===== config.mk =====
export PLATFORM = sky130hd
export DESIGN_NAME = fb_write_ctrl
export DESIGN_NICKNAME = d
export VERILOG_FILES = /design/src/rtl/fb_ctrl_pkg.sv /design/src/rtl/fb_fill_scan.sv /design/src/rtl/fb_write_ctrl.sv
export SDC_FILE = /design/constraint.sdc
export NUM_CORES = 1
export LEC_CHECK = 0
export ABC_CLOCK_PERIOD_IN_PS = 2900
export CORE_MARGIN = 2
export CORE_UTILIZATION = 30
export DETAILED_ROUTE_END_ITERATION = 10
export DONT_BUFFER_PORTS = 1
export PLACE_DENSITY_LB_ADDON = 0.3
export SETUP_SLACK_MARGIN = 0.05
export SLEW_MARGIN = 10
export SYNTH_ARGS = -nofsm -noshare
export SYNTH_HDL_FRONTEND = slang
export SYNTH_SLANG_ARGS = --single-unit

===== constraint.sdc =====
create_clock -name clk -period 2.9 [get_ports clk]
set_input_delay 0.58 -clock clk [delete_from_list [all_inputs] [get_ports clk]]
set_output_delay 0.58 -clock clk [all_outputs]
set_load 0.05 [all_outputs]

===== src/rtl/fb_ctrl_pkg.sv =====
// Shared constants, fill FSM state type and address helpers for the
// frame buffer write-side controller.
package fb_ctrl_pkg;

  localparam int FB_W = 160;
  localparam int FB_H = 120;
  localparam int FB_ADDR_W = 15;
  localparam logic [15:0] RESET_COLOURS = 16'h00FF;

  localparam logic [7:0] X_MAX = 8'(FB_W - 1);
  localparam logic [6:0] Y_MAX = 7'(FB_H - 1);

  typedef enum logic {
    IDLE = 1'b0,
    FILL = 1'b1
  } fill_state_t;

  function automatic logic [FB_ADDR_W-1:0] pack_addr(input logic [7:0] x, input logic [6:0] y);
    return {y, x};
  endfunction

  // Bus addresses use the same {y, x} packing; anything off-screen is dropped.
  function automatic logic addr_in_range(input logic [FB_ADDR_W-1:0] addr);
    return (addr[7:0] <= X_MAX) && (addr[14:8] <= Y_MAX);
  endfunction

endpackage


===== src/rtl/fb_fill_scan.sv =====
// Raster scan counters and fill FSM: walks every pixel address once per fill,
// stepping only when the arbiter hands the fill engine a write slot.
module fb_fill_scan
  import fb_ctrl_pkg::*;
(
  input  logic                 clk,
  input  logic                 rst,
  input  logic                 start,
  input  logic                 advance,
  output logic [FB_ADDR_W-1:0] addr,
  output logic                 busy,
  output logic                 last
);

  fill_state_t state, state_next;
  logic [7:0] x;
  logic [6:0] y;

  always_ff @(posedge clk or posedge rst) begin
    if (rst) begin
      state <= IDLE;
    end else begin
      state <= state_next;
    end
  end

  always_comb begin
    state_next = state;
    case (state)
      IDLE: if (start) state_next = FILL;
      FILL: if (advance && last) state_next = IDLE;
      default: state_next = IDLE;
    endcase
  end

  always_comb begin
    busy = (state == FILL);
    last = busy && (x == X_MAX) && (y == Y_MAX);
    addr = pack_addr(x, y);
  end

  // Counters move only on a granted fill write, so bus contention stretches the fill.
  always_ff @(posedge clk or posedge rst) begin
    if (rst) begin
      x <= '0;
      y <= '0;
    end else if (state == IDLE && start) begin
      x <= '0;
      y <= '0;
    end else if (state == FILL && advance) begin
      if (x == X_MAX) begin
        x <= '0;
        y <= (y == Y_MAX) ? '0 : y + 7'd1;
      end else begin
        x <= x + 8'd1;
      end
    end
  end

endmodule


===== src/rtl/fb_write_ctrl.sv =====
// Frame buffer port A write controller: round-robin arbitration between the
// processor bus and the fill engine, plus vsync-aligned colour configuration.
module fb_write_ctrl
  import fb_ctrl_pkg::*;
(
  input  logic                 clk,
  input  logic                 rst,
  input  logic                 bus_req,
  input  logic [FB_ADDR_W-1:0] bus_addr,
  input  logic                 bus_data,
  output logic                 bus_ack,
  input  logic                 fill_start,
  input  logic                 fill_value,
  output logic                 fill_busy,
  output logic                 fill_done,
  input  logic                 colour_wr,
  input  logic [15:0]          colour_in,
  input  logic                 vga_vs,
  output logic [15:0]          config_colours,
  output logic                 fb_we,
  output logic [FB_ADDR_W-1:0] fb_addr,
  output logic                 fb_data
);

  logic [FB_ADDR_W-1:0] scan_addr;
  logic scan_busy, scan_last;
  logic bus_grant, fill_grant, addr_ok;
  logic last_bus;
  logic fill_val_q;
  logic vs_prev;
  logic [15:0] shadow;

  fb_fill_scan u_scan (
    .clk     (clk),
    .rst     (rst),
    .start   (fill_start),
    .advance (fill_grant),
    .addr    (scan_addr),
    .busy    (scan_busy),
    .last    (scan_last)
  );

  // Under contention the requester that did not win last time gets the slot.
  always_comb begin
    bus_grant  = bus_req && (!scan_busy || !last_bus);
    fill_grant = scan_busy && !bus_grant;
    addr_ok    = addr_in_range(bus_addr);
  end

  assign bus_ack   = bus_grant;
  assign fill_busy = scan_busy;

  always_ff @(posedge clk or posedge rst) begin
    if (rst) begin
      last_bus   <= 1'b0;
      fill_val_q <= 1'b0;
      fill_done  <= 1'b0;
    end else begin
      if (bus_grant) begin
        last_bus <= 1'b1;
      end else if (fill_grant) begin
        last_bus <= 1'b0;
      end
      if (fill_start && !scan_busy) begin
        fill_val_q <= fill_value;
      end
      fill_done <= fill_grant && scan_last;
    end
  end

  // Out-of-range bus grants still consume the slot but never raise the write enable.
  always_ff @(posedge clk or posedge rst) begin
    if (rst) begin
      fb_we   <= 1'b0;
      fb_addr <= '0;
      fb_data <= 1'b0;
    end else begin
      fb_we <= bus_grant ? addr_ok : fill_grant;
      if (bus_grant && addr_ok) begin
        fb_addr <= bus_addr;
        fb_data <= bus_data;
      end else if (fill_grant) begin
        fb_addr <= scan_addr;
        fb_data <= fill_val_q;
      end
    end
  end

  always_ff @(posedge clk or posedge rst) begin
    if (rst) begin
      vs_prev        <= 1'b1;
      shadow         <= RESET_COLOURS;
      config_colours <= RESET_COLOURS;
    end else begin
      vs_prev <= vga_vs;
      if (colour_wr) begin
        shadow <= colour_in;
      end
      if (vs_prev && !vga_vs) begin
        config_colours <= colour_wr ? colour_in : shadow;
      end
    end
  end

endmodule

==> flow_summary.toml <==
[final_layout]
antenna_cells = 0
drive_above_1_share_pct = 33.3
nFillCells = 996
layout_common_cells = "dfrtp_1 (52), mux2_2 (33), nand2_1 (20)"
nets = 285
regArea_um2 = 1750
multi_input_area_um2 = 1170
area_growth_pct = 12.7
final_common_cell = "dfrtp_1"

[setup_path]
critPathCaptureType = "primary output"
startpoint_type = "register"
reg2reg_setup_slack_ps = 1020
r2r-end = "u_scan.y[3]"
rr_startpoint = "u_scan.x[0]"
crit_end = "bus_ack"
cp.required_ps = 2320
crit_arrival_ps = 1420
crit_start = "u_scan.busy"
path_max_fanout = 11
r2r_cells = 5
crit_type = "reg -> out"

[routing]
vias_per_cell = 4.84
wl_um = 6290
drt-wirelength-per-cell_um = 16.5
drtIter0Drc = 124
drc = 0
dr.pass1.iters = 4
ant_nets = 0
vias = 1850

[sta]
min_period_ps = 2000
rsz0062_at_grt = "false"
finalSetupTns_ps = 0
max_freq_mhz = 500
tightest_slew_ps = 768
maxSlewHeadroom_pct = 48.8
fin_ws_ps = 901
setup_viol = 0
maxSlewViolCount = 0
final-hold-violation-count = 0
period_share_pct = 68.9
skew_ps = 5.98

[clock_network]
clk_path_buf_depth = 2
post_cts_resized = 0
tritoncts = "yes"
post_cts_buffers = 0
clk_latency_ps = 350
clock-sinks = 69
cts_max_level = 3
cts_hold_buf = 0
cts-buffers-inserted = 9
cts-root-buf = "clkbuf_8"
path_clk_slew_ps = 80

[global_routing]
grt.total_usage_pct = 12.5
grt_pass1_vias = 1913
grt_pass1_wl_um = 10500
grt_overflow = 0
grt_antenna_before_repair = 0
grt_max_degree = 30

[pwr]
p_leak_uw = 0.00151
p_int_uw = 1810
power_density_nw_per_um2 = 821
p_sw_share_pct = 34.9
clock_power_share_pct = 31.5
p_seq_share_pct = 58.0
ir_drop_uv = 238
p_sw_uw = 970
pwr-share-comb_pct = 10.4

[placement]
dp_slack_ps = 1030
gp_congestion = 0.771
io_buffers = 0
dp_hpwl_um = 4640

[logic_synthesis]
syn_area_um2 = 3000
synth.avg_cell_area_um2 = 12.6
yosys_warnings = 0
netlist_instances = 238
yosys.cell_types.count = 44
yosysSeqAreaShare_pct = 58.2
synth_seq_cells = 69
synth_fp_nets = 279

[run_status]
status = "complete, no violations"

[floorplanning]
die_w_um = 104
die-area_um2 = 10800
ios = 75
initial_core_util_pct = 30.9
core_um2 = 9730
num_rows = 36
die_y_um = 104

[job]
maxCapViolations = 0

[min_path]
min_path_type = "in -> async"
-- kinds of logic after synthesis --
| family | Yosys count | share of synthesized area [%] |
|---|---|---|
| flip-flops | 69 | 58.2 |
| buffers and inverters | 17 | 2.67 |
| adder cells (fa/ha/maj) | 2 | 0.834 |
| multiplexers | 36 | 13.4 |
| AO/OA/AOI/OAI | 49 | 11.8 |
| AND/OR/NAND/NOR | 62 | 12.3 |
| XOR/XNOR | 3 | 0.876 |
-- layout make-up --
type,count,area share [%]
Timing Repair Buffer,7,1.55
Inverter,5,0.555
Clock buffer,10,4.07
Tap cell,133,4.92
Sequential cell,69,51.7
Multi-Input combinational cell,152,34.7
Clock inverter,6,2.55
-- critical path: stages, from the launching register on --
cell      delay (ps)
dfrtp_1          530
a21boi_1         290
buf_4            260
-- cells in the mapped netlist --
master      n  share of area [%]
dfrtp_1    52                 43
mux2_2     33                 12
nand2_1    20                2.5
dfstp_2    17                 15
a21o_1     13                3.3
a22o_1     11                3.2
a21oi_1     8                1.3
o21ai_0     7                1.2
clkbuf_1    6               0.75
nand3_1     6                1.0
nor2_1      6               0.75
inv_1       5               0.63
nand4_1     5                1.0
buf_2       4               0.67
and3_1      3               0.63
mux2i_1     3                1.0
nor2b_1     3               0.63
xor2_1      3               0.88
a221o_1     2               0.67
and4_2      2               0.67
ha_1        2               0.83
nand3b_1    2               0.50
nor3_1      2               0.33
o31ai_1     2               0.50
or4_1       2               0.50
a21boi_0    1               0.25
a21boi_1    1               0.25
a22o_2      1               0.33
a31oi_1     1               0.21
and2_1      1               0.21
and3_2      1               0.25
and4_1      1               0.29
and4_4      1               0.38
buf_4       1               0.25
buf_6       1               0.38
nand2b_1    1               0.21
nand2b_2    1               0.29
nand4_4     1               0.71
nor2_2      1               0.21
nor3b_4     1               0.63
o22a_1      1               0.29
o2bb2ai_1   1               0.29
or3_1       1               0.21
or4b_1      1               0.33
-- sequential cells by signal (all words and copies together), names as in the netlist --
register	count
config_colours	16
fb_addr	15
fb_data	1
fb_we	1
fill_done	1
fill_val_q	1
last_bus	1
shadow	16
u_scan.busy	1
u_scan.x	8
u_scan.y	7
vs_prev	1
-- through the flow --
step / instance area (um^2) / util [%] / cells / hold WS [ps] / power (uW)
finish: 3380 / 34.8 / 382 / 85.7 / 2780
global route: 3380 / 34.8 / 382 / 90.5 / 2920
CTS: 3380 / 34.8 / 382 / 88.0 / 2810
detailed placement: 3160 / 32.5 / 366 / 470 / 1930
global placement: 3160 / 32.5 / 366 / 464 / 1920
floorplan: 3000 / - / 238 / 446 / 1840
-- metal layers --
| metal | up-vias | share of wire [%] | track usage [%] | wire length, um |
|---|---|---|---|---|
| met5 | - | 0 | 0 | 0 |
| met3 | 12 | 6.7 | 4.51 | 422 |
| li1 | 884 | - | - | - |
| met1 | 889 | 44 | 15.6 | 2740 |
| met2 | 65 | 47 | 19.4 | 2980 |
| met4 | 0 | 2.3 | 5.69 | 145 |
-- power by group through the flow --
stage          registers (uW)  clock network (uW)  logic (uW)
2_1_floorplan            1580                   0         256
3_3_place_gp             1630                   0         290
3_5_place_dp             1630                   0         294
4_1_cts                  1610                 899         295
5_1_grt                  1640                 947         335
6_report                 1610                 876         289
-- how the worst min path moves through the flow --
| stage | startpoint | to | slack (ps) | cells past startpoint |
|---|---|---|---|---|
| after floorplan | fill_val_q | fill_val_q | 450 | 2 |
| final | rst | fb_data | 90 | 1 |
| after detailed placement | rst | fb_addr[14] | 470 | 1 |
| after global placement | rst | fb_data | 460 | 1 |
| after global routing | rst | fb_addr[14] | 90 | 1 |
| after CTS | rst | fb_addr[14] | 90 | 1 |
No activity file was read; power rests on OpenSTA's default activity.
